===== src/rtl/alu_arb_pkg.sv =====
// rtl/alu_arb_pkg.sv - shared types and opcode constants for the ALU arbiter
package alu_arb_pkg;

  typedef enum logic [1:0] {
    IDLE = 2'd0,
    EXEC = 2'd1,
    RESP = 2'd2
  } arb_state_t;

  localparam logic [3:0] OP_EQ = 4'b1101;
  localparam logic [3:0] OP_LT = 4'b1110;

  typedef struct packed {
    logic [3:0] cmd;
    logic [7:0] a;
    logic [7:0] b;
    logic       sc;
  } alu_req_t;

  // The ALU only produces a meaningful compare flag for the two compare opcodes.
  function automatic logic one_is_valid(input logic [3:0] cmd);
    return (cmd == OP_EQ) || (cmd == OP_LT);
  endfunction

endpackage


===== src/rtl/alu_arbiter_if.sv =====
// rtl/alu_arbiter_if.sv - request/response handshake bundle between requesters and the arbiter
interface alu_arbiter_if #(
  parameter int NREQ = 2
);
  logic [NREQ-1:0]       req_valid;
  logic [NREQ-1:0]       req_ready;
  logic [NREQ-1:0][3:0]  req_cmd;
  logic [NREQ-1:0][7:0]  req_a;
  logic [NREQ-1:0][7:0]  req_b;
  logic [NREQ-1:0]       req_sc;
  logic [NREQ-1:0]       rsp_valid;
  logic [NREQ-1:0]       rsp_ready;
  logic [7:0]            rsp_rslt;
  logic                  rsp_sc;
  logic                  rsp_pari;
  logic                  rsp_one;

  modport master (
    output req_valid, req_cmd, req_a, req_b, req_sc, rsp_ready,
    input  req_ready, rsp_valid, rsp_rslt, rsp_sc, rsp_pari, rsp_one
  );

  modport slave (
    input  req_valid, req_cmd, req_a, req_b, req_sc, rsp_ready,
    output req_ready, rsp_valid, rsp_rslt, rsp_sc, rsp_pari, rsp_one
  );
endinterface


===== src/rtl/alu_arbiter_pick.sv =====
// rtl/alu_arbiter_pick.sv - combinational grant selector, search starts at ptr and wraps
module arb_pick #(
  parameter int NREQ  = 2,
  parameter int IDX_W = (NREQ > 1) ? $clog2(NREQ) : 1
) (
  input  logic [NREQ-1:0]  req_valid,
  input  logic [IDX_W-1:0] ptr,
  output logic [NREQ-1:0]  grant,
  output logic [IDX_W-1:0] grant_idx
);

  logic found;

  always_comb begin
    grant     = '0;
    grant_idx = '0;
    found     = 1'b0;
    for (int i = 0; i < NREQ; i++) begin
      int j;
      j = (int'(ptr) + i) % NREQ;
      if (!found && req_valid[j]) begin
        found     = 1'b1;
        grant[j]  = 1'b1;
        grant_idx = IDX_W'(j);
      end
    end
  end

endmodule


===== src/rtl/alu_arbiter.sv =====
// rtl/alu_arbiter.sv - shares one 8-bit ALU among NREQ requesters; ALU_ARB_RR_EN selects round-robin over fixed priority
module alu_arbiter
  import alu_arb_pkg::*;
#(
  parameter int NREQ  = 2,
  parameter int CNT_W = 16
) (
  input  logic             clk,
  input  logic             reset_n,
  alu_arbiter_if.slave     bus,
  output logic [3:0]       alu_cmd,
  output logic [7:0]       alu_a,
  output logic [7:0]       alu_b,
  output logic             alu_sc,
  input  logic [7:0]       alu_rslt,
  input  logic             alu_sc_o,
  input  logic             alu_pari,
  input  logic             alu_one,
  output logic             busy,
  output logic [CNT_W-1:0] ops_done
);

  localparam int IDX_W = (NREQ > 1) ? $clog2(NREQ) : 1;

  localparam logic [1:0] S_IDLE = IDLE;
  localparam logic [1:0] S_EXEC = EXEC;
  localparam logic [1:0] S_RESP = RESP;

  logic [1:0]       state;
  alu_req_t         launch;
  logic [IDX_W-1:0] owner;
  logic [NREQ-1:0]  rsp_valid_r;
  logic [7:0]       rsp_rslt_r;
  logic             rsp_sc_r;
  logic             rsp_pari_r;
  logic             rsp_one_r;
  logic [NREQ-1:0]  grant;
  logic [IDX_W-1:0] gidx;
  logic [IDX_W-1:0] ptr;

`ifdef ALU_ARB_RR_EN
  always_ff @(posedge clk or negedge reset_n) begin
    if (!reset_n) begin
      ptr <= '0;
    end else if (state == S_IDLE && |bus.req_valid) begin
      ptr <= (gidx == IDX_W'(NREQ - 1)) ? '0 : gidx + IDX_W'(1);
    end
  end
`else
  assign ptr = '0;
`endif

  arb_pick #(.NREQ(NREQ), .IDX_W(IDX_W)) u_pick (
    .req_valid (bus.req_valid),
    .ptr       (ptr),
    .grant     (grant),
    .grant_idx (gidx)
  );

  always_ff @(posedge clk or negedge reset_n) begin
    if (!reset_n) begin
      state       <= S_IDLE;
      launch      <= '0;
      owner       <= '0;
      rsp_valid_r <= '0;
      rsp_rslt_r  <= '0;
      rsp_sc_r    <= 1'b0;
      rsp_pari_r  <= 1'b0;
      rsp_one_r   <= 1'b0;
      ops_done    <= '0;
    end else begin
      case (state)
        S_IDLE: begin
          if (|bus.req_valid) begin
            launch <= '{cmd: bus.req_cmd[gidx], a: bus.req_a[gidx],
                        b: bus.req_b[gidx], sc: bus.req_sc[gidx]};
            owner  <= gidx;
            state  <= S_EXEC;
          end
        end
        S_EXEC: begin
          rsp_rslt_r  <= alu_rslt;
          rsp_sc_r    <= alu_sc_o;
          rsp_pari_r  <= alu_pari;
          rsp_one_r   <= one_is_valid(launch.cmd) ? alu_one : 1'b0;
          rsp_valid_r <= NREQ'(1) << owner;
          state       <= S_RESP;
        end
        S_RESP: begin
          // Only the owner's ready can complete; rsp_valid_r is one-hot on the owner.
          if (|(rsp_valid_r & bus.rsp_ready)) begin
            rsp_valid_r <= '0;
            state       <= S_IDLE;
            if (ops_done != '1) ops_done <= ops_done + CNT_W'(1);
          end
        end
        default: state <= S_IDLE;
      endcase
    end
  end

  assign bus.req_ready = (state == S_IDLE) ? grant : '0;
  assign bus.rsp_valid = rsp_valid_r;
  assign bus.rsp_rslt  = rsp_rslt_r;
  assign bus.rsp_sc    = rsp_sc_r;
  assign bus.rsp_pari  = rsp_pari_r;
  assign bus.rsp_one   = rsp_one_r;

  // The ALU always sees the launch register, so its inputs only move on an accept.
  assign alu_cmd = launch.cmd;
  assign alu_a   = launch.a;
  assign alu_b   = launch.b;
  assign alu_sc  = launch.sc;
  assign busy    = (state != S_IDLE);

endmodule


===== src/flat_wrapper.sv =====
// flat-port wrapper written by rule: the top's interface ports become plain ports
module alu_arbiter_flat import alu_arb_pkg::*;
#(
  parameter int NREQ  = 2,
  parameter int CNT_W = 16
)
  (clk, reset_n, alu_cmd, alu_a, alu_b, alu_sc, alu_rslt, alu_sc_o, alu_pari, alu_one, busy, ops_done, bus_req_valid, bus_req_cmd, bus_req_a, bus_req_b, bus_req_sc, bus_rsp_ready, bus_req_ready, bus_rsp_valid, bus_rsp_rslt, bus_rsp_sc, bus_rsp_pari, bus_rsp_one);
  alu_arbiter_if #(.NREQ(NREQ)) bus_i ();
  input  logic clk;
  input  logic reset_n;
  output logic [3:0] alu_cmd;
  output logic [7:0] alu_a;
  output logic [7:0] alu_b;
  output logic alu_sc;
  input  logic [7:0] alu_rslt;
  input  logic alu_sc_o;
  input  logic alu_pari;
  input  logic alu_one;
  output logic busy;
  output logic [CNT_W-1:0] ops_done;
  input wire logic [$bits(bus_i.req_valid)-1:0] bus_req_valid;
  input wire logic [$bits(bus_i.req_cmd)-1:0] bus_req_cmd;
  input wire logic [$bits(bus_i.req_a)-1:0] bus_req_a;
  input wire logic [$bits(bus_i.req_b)-1:0] bus_req_b;
  input wire logic [$bits(bus_i.req_sc)-1:0] bus_req_sc;
  input wire logic [$bits(bus_i.rsp_ready)-1:0] bus_rsp_ready;
  output wire logic [$bits(bus_i.req_ready)-1:0] bus_req_ready;
  output wire logic [$bits(bus_i.rsp_valid)-1:0] bus_rsp_valid;
  output wire logic [$bits(bus_i.rsp_rslt)-1:0] bus_rsp_rslt;
  output wire logic [$bits(bus_i.rsp_sc)-1:0] bus_rsp_sc;
  output wire logic [$bits(bus_i.rsp_pari)-1:0] bus_rsp_pari;
  output wire logic [$bits(bus_i.rsp_one)-1:0] bus_rsp_one;
  assign bus_i.req_valid = bus_req_valid;
  assign bus_i.req_cmd = bus_req_cmd;
  assign bus_i.req_a = bus_req_a;
  assign bus_i.req_b = bus_req_b;
  assign bus_i.req_sc = bus_req_sc;
  assign bus_i.rsp_ready = bus_rsp_ready;
  assign bus_req_ready = bus_i.req_ready;
  assign bus_rsp_valid = bus_i.rsp_valid;
  assign bus_rsp_rslt = bus_i.rsp_rslt;
  assign bus_rsp_sc = bus_i.rsp_sc;
  assign bus_rsp_pari = bus_i.rsp_pari;
  assign bus_rsp_one = bus_i.rsp_one;
  alu_arbiter #(.NREQ(NREQ), .CNT_W(CNT_W)) u_core (.clk(clk), .reset_n(reset_n), .bus(bus_i), .alu_cmd(alu_cmd), .alu_a(alu_a), .alu_b(alu_b), .alu_sc(alu_sc), .alu_rslt(alu_rslt), .alu_sc_o(alu_sc_o), .alu_pari(alu_pari), .alu_one(alu_one), .busy(busy), .ops_done(ops_done));
endmodule

===== config.mk =====
export PLATFORM = sky130hd
export DESIGN_NAME = alu_arbiter_flat
export DESIGN_NICKNAME = d
export VERILOG_FILES = /design/src/rtl/alu_arb_pkg.sv /design/src/rtl/alu_arbiter_if.sv /design/src/rtl/alu_arbiter_pick.sv /design/src/rtl/alu_arbiter.sv /design/src/flat_wrapper.sv
export SDC_FILE = /design/constraint.sdc
export NUM_CORES = 1
export LEC_CHECK = 0
export CELL_PAD_IN_SITES_DETAIL_PLACEMENT = 1
export CELL_PAD_IN_SITES_GLOBAL_PLACEMENT = 1
export CORE_MARGIN = 2
export CORE_UTILIZATION = 27
export DETAILED_ROUTE_END_ITERATION = 12
export GPL_TIMING_DRIVEN = 0
export PLACE_DENSITY_LB_ADDON = 0.1
export REMOVE_ABC_BUFFERS = 1
export SYNTH_ARGS = -nofsm -noshare
export SYNTH_HDL_FRONTEND = slang
export SYNTH_HIERARCHICAL = 1
export SYNTH_SLANG_ARGS = --single-unit

===== constraint.sdc =====
create_clock -name clk -period 1.55 [get_ports clk]
set_input_delay 0.2325 -clock clk [delete_from_list [all_inputs] [get_ports clk]]
set_output_delay 0.2325 -clock clk [all_outputs]
set_load 0.05 [all_outputs]

==> run metrics, run 1 <==
CP required=1780 ps; Final Routed Wirelength=~6.7 mm; Buf/Inv on CP=0; Worst R2R Setup Slack=-70 ps; Hold Crit Class=input port to register; vias in the first global route=between 2,000 and 2,500; Synth top area share=54.2%; Top FF cell, synth=dfrtp_1; Post-Synth XOR/XNOR Area=5.73%; largest net degree at the start of global routing=between 40 and 50; Synth Register Bits=53; Met2 Wirelength=3.14 mm; grt total ovfl=0; endpoints failing hold=0; Tcrit/Tclk final=105%; Worst Setup EP=u_core/ops_done[13]; violated checks=setup timing; top post-synthesis cells by count=dfrtp_1 (53), nand2_1 (36), nor2_1 (24), a21oi_1 (21), mux2i_1 (21); first-pass GRT wire length=between 10 and 15 mm; Critical Path Start Type=register; PD cells=1830 mW/mm^2; CTS Sinks=53; Final Setup Violations=9; Core ar.=0.00876 mm^2; Arrival @ worst endpoint=1850 ps; Leakage=1.80 nW; worst slew pin tran=829 ps; RSZ-0062 raised after global routing=true; first-iteration detailed-routing DRC count=30; largest family of logic cells by synthesized area=simple AND/OR/NAND/NOR gates; Max Cap Viol=0; Netlist cell types=37; die footprint=between 0.009 and 0.01 mm^2; die width=99.2 um; Slowest cell on crit path=or4_4; fin nets=420; crit path from=u_core/ops_done[4]; worst setup path category=register to register; pre-CTS setup slack=-978 ps; met1 WL=2.93 mm; gpl congestion=0.703; cell area after layout=0.00395 mm^2; Root Driver=clkbuf_8; TritonCTS clock tree=yes; clk_skew=~5.3 ps; ANT cells=0; count leader, synth=dfrtp_1; placed cell area=0.00370 mm^2; Max-slew headroom=44.6%; Peak VDD IR=slightly above 0.0006 V; async set or reset register ratio after synthesis=100%; setup tns final=-383 ps; met3 WL=592 um; crit-path max cell delay=640 ps; multi-input logic area=between 0.001 and 0.0015 mm^2; Compound-Gate Fraction of Synth Area=6.81%; min Tclk post-route=about 1600 ps; crit path cell chain=nand4_4 > or4_4 > nand4b_1 > xnor2_1; total I/O pin count=~110; routed len/inst=around 14 um; area delta synth->final=61.5%; vias per cell=4.59; final worst slack=-71.4 ps; Synth Area in Simple Gates=between 20% and 30%; Levels on crit path=4; status=complete, but fails checks; Reg area=0.00134 mm^2; Yosys top cell by area=dfrtp_1; hpwl dp=between 4 and 5 mm; Worst-path clk slew=100 ps; Post-Synthesis Cells=237; vias=roughly 2,100; reg-to-reg endpoint=u_core/ops_done[13]; Fillers=1,001; Num CTS Buffers=5; Top Metal Used=met4; antenna-violating nets left=0; number of synthesized flops with an enable pin=0; IO buf count=111; max-slew violation count=0; synth warn=6; Mapped Area=~0.0024 mm^2; cells on worst reg2reg path=4; H-tree Lvls=2; gr usage total=13.6%; Clock Latency Late Sink=300 ps; fin util=45.0%; Crit. End Element=register; # rows=34; syn_area_per_cell=10.3 um^2; DIE HEIGHT=99.2 um; CP top delay family=simple AND/OR/NAND/NOR gates; CP Max Fanout=6; register area share after synthesis=54.2%; multiplexer area fraction after synthesis=9.67%; Synth area leaders=dfrtp_1 (54%), mux2i_1 (8.6%), nand2_1 (5.5%); Max clock buf depth=2; Initial DRT Pass Iterations=4; Post-Synth Adder-Cell Area=0.512%; reg2reg start=u_core/ops_done[4]; Initial Utilization=27.9%; initial antenna violation count=0; Post-route DRC=0; share of cells above drive strength 1=17.2%; Max Freq=around 600 MHz
## cell families after synthesis
logic type,after synthesis
AOI/OAI and AO/OA,29
xor gates and xnor gates,16
adders and majority gates,1
buffers and inverters,16
DFF,53
muxes,23
other,1
and+or+nand+nor,98
## layout make-up
cell class / count / share of cell area [%]
Multi-Input combinational cell: 169 / 29.7
Sequential cell: 53 / 33.9
Inverter: 4 / 0.380
Clock buffer: 7 / 2.19
Timing Repair Buffer: 127 / 30.4
Tap cell: 108 / 3.42
## report_power, final
part           switching [W]  total, W  internal [W]
sequential          0.000366   0.00228       0.00192
combinational        0.00292   0.00413       0.00121
clock               0.000451  0.000808      0.000356
## per-stage QoR
| step | power (W) | cells | hold WS [ps] |
|---|---|---|---|
| after floorplan | 0.00503 | 226 | -63.1 |
| after global placement | 0.00656 | 445 | 457 |
| after detailed placement | 0.00663 | 447 | 302 |
| after CTS | 0.00721 | 460 | 443 |
| after global routing | 0.00771 | 468 | 467 |
| final | 0.00722 | 468 | 449 |
## repair_timing
item	CTS	global route
endpoints found under the setup margin	92	26
pin swaps	4	11
resized for setup	88	29
hold buffers	1	0
endpoints found under the hold margin	25	0
setup buffers	5	8
## cell usage in the layout, fill, tap and decap left out, types with 2 or more instances in the layout
cell	count
a21oi_1	21
and2_1	2
buf_2	2
buf_4	12
buf_6	4
clkbuf_2	4
clkbuf_8	6
clkdlybuf4s15_1	5
clkdlybuf4s50_1	55
conb_1	2
dfrtp_1	43
dfrtp_2	10
dlygate4sd2_1	40
dlymetal6s2s_1	2
inv_1	4
mux2_4	2
mux2i_1	21
nand2_1	36
nand3_1	8
nand4_1	5
nand4b_1	2
nor2_1	23
nor2_4	2
nor2b_1	3
nor3_2	2
nor4_4	3
o21ai_0	3
xnor2_1	10
xor2_1	6
## per-layer routing
metal / up-vias / GRT usage, %
li1: 1041 / -
met2: 79 / 21.6
met3: 7 / 4.50
met1: 1022 / 17.9
met4: 0 / 3.79
met5: - / 0
## flip-flops by register name, summed over array words and instances, names as in the netlist
name,cells
u_core/ops_done,16
u_core/owner,1
u_core/alu_sc,1
u_core/bus.rsp_rslt,8
u_core/state,2
u_core/bus.rsp_sc,1
u_core/bus.rsp_one,1
u_core/alu_b,8
u_core/alu_cmd,4
u_core/bus.rsp_valid,2
u_core/alu_a,8
u_core/bus.rsp_pari,1
## worst min-delay path: cells and delay by family
kind / cells / cell delay [ps]
buffers and inverters: 1 / 400
and+or+nand+nor: 2 / 90
## how the worst min path moves through the flow
stage	startpoint	endpoint	cells past startpoint	slack (ps)
finish	alu_rslt[6]	u_core/bus.rsp_rslt[6]	3	450
global route	alu_rslt[0]	u_core/bus.rsp_rslt[0]	3	470
CTS	alu_rslt[6]	u_core/bus.rsp_rslt[6]	3	440
detailed placement	reset_n	u_core/bus.rsp_rslt[6]	1	300
global placement	u_core/bus.rsp_rslt[3]	u_core/bus.rsp_rslt[3]	2	460
floorplan	reset_n	u_core/alu_a[0]	0	-60
No activity file was read; power rests on OpenSTA's default activity.
==> inputs of run 2 (changes only) <==
--- a/config.mk
+++ b/config.mk
@@ -8,11 +8,12 @@
 export CELL_PAD_IN_SITES_DETAIL_PLACEMENT = 1
 export CELL_PAD_IN_SITES_GLOBAL_PLACEMENT = 1
 export CORE_MARGIN = 2
-export CORE_UTILIZATION = 27
+export CORE_UTILIZATION = 33
 export DETAILED_ROUTE_END_ITERATION = 12
 export GPL_TIMING_DRIVEN = 0
 export PLACE_DENSITY_LB_ADDON = 0.1
 export REMOVE_ABC_BUFFERS = 1
+export SETUP_SLACK_MARGIN = 0.2
 export SYNTH_ARGS = -nofsm -noshare
 export SYNTH_HDL_FRONTEND = slang
 export SYNTH_HIERARCHICAL = 1
==> constraint.sdc (replaced) <==
create_clock -name clk -period 1.9 [get_ports clk]
set_input_delay 0.285 -clock clk [delete_from_list [all_inputs] [get_ports clk]]
set_output_delay 0.285 -clock clk [all_outputs]
set_load 0.05 [all_outputs]
==> run metrics, run 2 (same netlist as run 1, synthesis figures left out) <==
grt total ovfl=0 (unchanged); Levels on crit path=2 (-2); Root Driver=clkbuf_8; hpwl dp=4.51 mm (-5.4%); ANT cells=0 (unchanged); Worst R2R Setup Slack=300 ps (+370 ps); Max clock buf depth=2 (unchanged); crit path cell chain=buf_4 > dlygate4sd2_1; total I/O pin count=112 (unchanged); Slowest cell on crit path=dlygate4sd2_1; placed insts=437 (-2.2%); reg-to-reg endpoint=u_core/ops_done[13]; min Tclk post-route=1650 ps; Arrival @ worst endpoint=1370 ps (-480 ps); Final Setup Violations=0 (-9); fin util=54.0% (+8.9 points); Worst Setup EP=ops_done[1]; vias in the first global route=2,159 (-1.2%); endpoints failing hold=0 (unchanged); Buf/Inv on CP=2 (+2); largest net degree at the start of global routing=45 (unchanged); die width=90.1 um (-9.2%); Tot Pwr=0.00609 W (-16%); antenna-violating nets left=0 (unchanged); CTS Sinks=53 (unchanged); gpl congestion=0.714 (+1.6%); DIE HEIGHT=90.1 um (-9.2%); worst slew pin tran=770 ps (-59.6 ps); Final Routed Wirelength=6.33 mm (-6.0%); PD cells=1560 mW/mm^2 (-15%); vias=2,119 (-1.4%); most common cell after layout, fill and taps aside=clkdlybuf4s50_1; first-pass GRT wire length=10.7 mm (-1.6%); Max Freq=605 MHz; Leakage=1.81 nW (+0.69%); first-iteration detailed-routing DRC count=61 (+100%); Fillers=811 (-19%); commonest cells after routing, fill and taps aside=clkdlybuf4s50_1 (55), dlygate4sd2_1 (50), dfrtp_1 (48); Worst-path clk slew=100 ps (about the same); status=finished, final reports clean; crit path from=u_core/ops_done[1]; area delta synth->final=59.2%; Tcrit/Tclk final=87.0%; Core ar.=0.00721 mm^2 (-18%); cells on worst reg2reg path=5 (+1); H-tree Lvls=2 (unchanged); Non-Filler Instances=454 (-3.0%); worst setup path category=register to output port; die footprint=0.00811 mm^2 (-17%); clk_skew=5.99 ps (+0.653 ps); Crit. End Element=output port; max reg flops=16 (unchanged); fin nets=414 (-1.4%); Largest Register=u_core/ops_done; TritonCTS clock tree=yes; Max Cap Viol=0 (unchanged); Num CTS Buffers=5 (unchanged); Post-route DRC=0 (unchanged); Clock Latency Late Sink=300 ps (about the same); routed len/inst=13.9 um (-3.1%); # rows=31 (-8.8%); Initial DRT Pass Iterations=3 (-1); crit-path max cell delay=520 ps (-120 ps); CP Max Fanout=3 (-3); gr usage total=16.2% (+2.6 points); reg2reg start=u_core/ops_done[1]; Initial Utilization=33.9% (+6.0 points); max-slew violation count=0 (unchanged); Peak VDD IR=0.000599 V (-1.1%); Max-slew headroom=48.6% (+4.0 points); vias per cell=4.67 (+1.6%); Critical Path Start Type=register; CP required=1620 ps (-160 ps); IO buf count=111 (unchanged); initial antenna violation count=0 (unchanged); RSZ-0062 raised after global routing=true; CP top delay family=buffers and inverters; share of cells above drive strength 1=12.4% (-4.8 points); Hold Crit Class=input port to asynchronous set/reset pin
-- run 2: cell count changes in the layout (fill, tap and decap cells not counted), sizes merged --
| cell | before | now |
|---|---|---|
| dlygate4sd2 | 40 | 50 |
| buf | 20 | 11 |
| clkbuf | 11 | 5 |
| clkdlybuf4s15 | 5 | 1 |
| bufinv | 0 | 2 |
| a21boi | 3 | 4 |
| clkinv | 0 | 1 |
-- run 2: layout make-up --
cell class                      count  area (um^2)  share of cell area (%)
Timing Repair Buffer              120         1130                    29.0
Inverter                            4         15.0                   0.386
Clock buffer                        5         68.8                    1.77
Multi-Input combinational cell    170         1160                    29.8
Sequential cell                    53         1330                    34.2
Tap cell                           99          124                    3.18
Clock inverter                      3         65.1                    1.67
-- run 2: what timing repair did --
action | CTS | global route
buffers inserted | 3 | 4
hold buffers | 1 | 0
gates resized for setup | 72 | 13
cloned | 1 | 0
pin swaps | 1 | 4
endpoints found under the hold margin | 15 | 0
endpoints found under the setup margin | 91 | 26
-- run 2: worst min path at each step --
stage / startpoint / to / slack (ps) / cells after the start
after CTS: reset_n / u_core/bus.rsp_rslt[5] / 430 / 2
after global placement: u_core/bus.rsp_sc / u_core/bus.rsp_sc / 460 / 2
final: reset_n / u_core/bus.rsp_rslt[1] / 430 / 2
after floorplan: reset_n / u_core/alu_a[0] / -10 / 0
after detailed placement: reset_n / u_core/bus.rsp_rslt[5] / 230 / 1
after global routing: reset_n / u_core/bus.rsp_rslt[1] / 460 / 2
-- run 2: routing by layer --
metal  GRT usage (%)  routed length, um
met3            5.78                505
met4            3.85                 62
met2            27.8               3100
met5               0                  0
met1            19.5               2660
-- run 2: worst reg2reg max path: cells and delay by family, from the launching register on --
family | cells | cell delay, ps
simple gates | 3 | 840
flops | 1 | 410
fa+ha+maj | 1 | 170
xor+xnor | 1 | 130
-- run 2: where the power goes --
group	leakage, nW	internal, W	switching, W
logic	1.11	0.000978	0.00236
registers	0.634	0.00156	0.000295
clock network	0.0681	0.000523	0.000374
total	1.81	0.00306	0.00303
-- run 2: metrics by stage --
stage               hold slack [ps]  worst slack, ps  TNS [ps]  area (um^2)
global placement                456            -1640    -98220         3640
CTS                             428              102         0         3810
floorplan                     -10.6             -430    -10320         2400
global route                    456              185         0         3890
finish                          432              247         0         3890
detailed placement              234             -666    -11320         3660
